**src/rtl/id_fsm.sv**
```systemverilog
// Identifier recognizer: letters followed by digits on an ASCII stream.
// Moore output is high while the registered state is DIGIT.
module id_fsm (
  input  logic       clk,
  input  logic       reset,
  input  logic [7:0] char,
  output logic       out
);

  typedef enum logic [1:0] {
    S_IDLE  = 2'b00,
    S_ALPHA = 2'b01,
    S_DIGIT = 2'b10
  } state_e;

  state_e state_q, state_d;
  logic   is_letter;
  logic   is_digit;

  always_comb begin
    is_letter = ((char >= 8'd65) && (char <= 8'd90)) ||
                ((char >= 8'd97) && (char <= 8'd122));
    is_digit  = (char >= 8'd48) && (char <= 8'd57);
  end

  always_ff @(posedge clk or posedge reset) begin
    if (reset) begin
      state_q <= S_IDLE;
    end else begin
      state_q <= state_d;
    end
  end

  always_comb begin
    state_d = S_IDLE;
    unique case (state_q)
      S_IDLE: begin
        if (is_letter) state_d = S_ALPHA;
      end
      S_ALPHA, S_DIGIT: begin
        if (is_letter)     state_d = S_ALPHA;
        else if (is_digit) state_d = S_DIGIT;
      end
      // The spare encoding falls back to IDLE.
      default: state_d = S_IDLE;
    endcase
  end

  assign out = (state_q == S_DIGIT);

endmodule

```
**config.mk**
```make
export PLATFORM = sky130hd
export DESIGN_NAME = id_fsm
export DESIGN_NICKNAME = d
export VERILOG_FILES = /design/src/rtl/id_fsm.sv
export SDC_FILE = /design/constraint.sdc
export NUM_CORES = 1
export LEC_CHECK = 0
export ABC_CLOCK_PERIOD_IN_PS = 1300
export BUFFER_PORTS_ARGS = -buffer_cell sky130_fd_sc_hd__clkbuf_2
export CAP_MARGIN = 40
export CORE_AREA = 5 5 42 44
export DETAILED_ROUTE_END_ITERATION = 10
export DIE_AREA = 0 0 47 49
export GPL_ROUTABILITY_DRIVEN = 1
export PLACE_DENSITY = 0.36
export SYNTH_ARGS = -nofsm -noshare
export SYNTH_HDL_FRONTEND = slang
export SYNTH_SLANG_ARGS = --single-unit
```
**constraint.sdc**
```tcl
create_clock -name clk -period 1.3 [get_ports clk]
set_input_delay 0 -clock clk [delete_from_list [all_inputs] [get_ports clk]]
set_output_delay 0 -clock clk [all_outputs]
set_load 0.05 [all_outputs]
```
Yosys cells after proc, flatten, opt, wreduce, memory -nomap -nowiden
Index checks and enable logic that the tools add are counted.
{"block": "totals", "regBits": 2, "out_inout_bits": 1, "word_cells": 19, "inputBits": 10}
{"block": "classes", "eq_ne": 2, "reduce_logical": 6, "mux": 4, "order_cmp": 6}
{"cell": "$ge A8 B7 Y1 const B", "n": 2}
{"cell": "$le A8 B7 Y1 const B", "n": 2}
{"cell": "$ge A8 B6 Y1 const B", "n": 1}
{"cell": "$le A8 B6 Y1 const B", "n": 1}
{"cell": "$mux W2", "n": 2}
{"cell": "$pmux W2 S2", "n": 1}
{"cell": "$logic_and A1 B1 Y1", "n": 3}
{"cell": "$eq A2 B1 Y1 const B", "n": 1}
{"cell": "$eq A2 B2 Y1 const B", "n": 1}
{"cell": "$logic_not A2 Y1", "n": 1}
{"cell": "$reduce_or A2 Y1", "n": 1}
{"cell": "$logic_or A1 B1 Y1", "n": 1}
{"cell": "$mux W1", "n": 1}

Depth between registers and ports, before layout
{"block": "depth", "word_depth": 5, "depth_mapped": 4}

Worst setup path before layout
No wires, ideal clock.
{"block": "synth_path", "kind": "register to register", "startpoint": "reg state_q[0]", "endpoint": "reg state_q[1]", "path_stages_with_launch": 5, "slack_ns": 0.175, "required_ns": 1.180, "t_arrival_ns": 1.006, "period_less_slack_ns": 1.125, "path_cell_list": "dfrtp_1 -> inv_1 -> ha_1 -> and4b_2 -> and3_1"}
{"block": "synth_via", "elab_chain_len": 3}
{"element": "start, declared", "line": "16", "rtl": "state_e state_q, state_d;"}
{"element": "start signal, assigned", "line": "30", "rtl": "state_q <= state_d;"}
{"element": "$eq A2 B2 Y1 or $eq A2 B1 Y1 (tied branches)", "line": "36", "rtl": "unique case (state_q)"}
{"element": "$reduce_or A2 Y1", "line": "36"}
{"element": "$pmux W2 S2 *", "line": "36"}
{"element": "via state_d[1]", "line": "16"}
The timed path passes the listed nets; every way through them passes the cells marked *.

Worst setup path in the final report
Same ends and word-level chain as after synthesis.

==> reports/qor.txt <==
Area growth syn-to-layout: 64.6%
Fmax: 858 MHz
Via count: 171
Final Setup Violations: 0
Area contributors post-synth: dfrtp_1, ha_1, and4b_2
Final Cycle Share: 0.896
Slew HR: 0.815
Footprint of the multi-input gates: 97.6 sq um
CTS tree: yes
Antenna violations before repair: 0
Fill cell count: 167
Post-route cell area: 262 sq um
Critical path type: flip-flop to flip-flop
Yosys reg bits: 2
WHS: 42.4 ps
Worst path arrival time: 1270 ps
CTS Sinks: 2
DRT Wirelength: 409 um
Seq/Total Area, Yosys: 0.315
Mapped Nets: 31
# rows: 14
1st-pass router iterations: 1
Die X: 47 um
Routed len/inst: 8.52 um
Final Max Slew Viols: 0
Minimum clock period: 1170 ps
Via density: 3.56
FF+latch area: 50.0 sq um
Synth top area share: 0.315
Leakage power: 0.143 nW
Number of remaining DRC errors: 0
Logic pwr share: 0.146
Largest net degree at the start of global routing: 4
Clock share of power: 0.574
Root buffer cell: clkbuf_4
Startpoint Class: flip-flop
Setup TNS: 0 ps
Core Area: 1400 sq um
PwrDens: 901 nW/um^2
Crit-path max FO: 2
Post-synth cell types: 12
Clk buf depth: 2
Commonest non-fill, non-tap cell in the layout: clkbuf_2
Worst skew pair latency: 220 ps
Worst vdd ir: 257 uV
Switching power: 0.0503 mW
Initial core utilization: 0.113
Hold Path Class: input pin to flip-flop
Skew final: 2.82 ps
Postcts setup bufs: 0
Initial DRC Count: 0
All-layer global routing usage: 0.0493
Largest registers: state_q x2
ANT nets after route: 0
Global route overflow: 0
Int Pwr: 0.185 mW
Share of cells above drive strength 1: 0.438
Final Hold Fails: 0
Nets@finish: 47
Worst Path Required: 1410 ps
Io pins: 11
I/O Buffers: 10
Vias in the first global route: 187
Dpl cell area: 229 sq um
Sequential power share: 0.280
Most frequent cells in the layout: clkbuf_2, inv_1, ha_1, clkbuf_4
Largest area contributor in the synthesized netlist: dfrtp_1
Mean post-synth cell area: 8.83 sq um
H-Tree Depth: 1
Largest reg by FF count: state_q
Yosys warnings: 0
Status: finished clean
First-pass GRT wire length: 724 um
Max Cap Viol: 0
Post-Syn Area: 159 sq um
Number of CTS-inserted buffers: 3
Gate Count Post-Synth: 18
HPWL after detailed placement: 341 um
RSZ-0062 raised after global routing: no
Sw frac: 0.214
Largest register FFs: 2
Least-Margin Pin Slew: 278 ps
Routability Congestion: 0.729
Worst setup EP type: flip-flop
Total die area: 2300 sq um
Die height: 49 um
Antenna cells: 0
Worst-path clk slew: 30 ps
Yosys cell counts:
cell / number
ha_1: 3
o21ai_0: 1
nor2_1: 2
nand2_1: 1
dfrtp_1: 2
a21oi_1: 1
inv_1: 3
and4b_2: 1
and3_1: 1
or4_1: 1
o211ai_1: 1
o22ai_1: 1
cell type report:
class / count / share of cell area
multi-input combinational: 13 / 0.373
inverter: 3 / 0.0431
tap: 16 / 0.0766
timing repair buffer: 11 / 0.230
clock buffer: 3 / 0.0861
sequential: 2 / 0.191
metal layers:
metal	share of wire	track usage	wire length, um
met4	0	0.0415	0
met3	0.18	0.0443	72
met5	0	0	0
met1	0.49	0.0595	201
met2	0.33	0.0498	135
stage by stage:
step                      power [mW]  setup WS, ps  std cells  utilization
after floorplan               0.0800           175         18            -
after global placement        0.0976           146         44        0.163
after detailed placement      0.0994           129         44        0.163
after CTS                      0.248           131         48        0.187
after global routing           0.257          56.6         48        0.187
final                          0.236           135         48        0.187
worst max-delay path, stage by stage, from the launching register on:
cell     delay (ps)
dfrtp_1         330
inv_1            60
ha_1            300
and4b_2         200
and3_1          160
cell families after synthesis:
logic type	synth area share
AO/OA/AOI/OAI	0.150
adder cells (fa/ha/maj)	0.236
buffers and inverters	0.0709
flip-flops	0.315
AND/OR/NAND/NOR	0.228
power groups by stage:
| stage | Clock [mW] | Combinational, mW | Sequential, mW |
|---|---|---|---|
| floorplan | 0 | 0.0135 | 0.0665 |
| global route | 0.149 | 0.0409 | 0.0664 |
| finish | 0.135 | 0.0344 | 0.0660 |
| CTS | 0.147 | 0.0351 | 0.0661 |
| global placement | 0 | 0.0309 | 0.0667 |
| detailed placement | 0 | 0.0326 | 0.0667 |
final timing paths:
| path | startpoint | end | slack [ps] | cells after the start |
|---|---|---|---|---|
| setup / recovery | state_q[0] | state_q[1] | 130 | 4 |
| hold / removal | char[6] | state_q[0] | 40 | 3 |
| setup reg to reg | state_q[0] | state_q[1] | 130 | 4 |
| hold reg to reg | state_q[0] | state_q[1] | 710 | 3 |
| max in group asynchronous | reset | state_q[0] | 1040 | 3 |
| min in group asynchronous | reset | state_q[1] | 160 | 3 |
timing repair:
| action | CTS | global route |
|---|---|---|
| hold buffers | 1 | 0 |
| resized for setup | 0 | 0 |
| endpoints found under the hold margin | 2 | 0 |
Note: power is estimated with default switching activity, not from simulation.
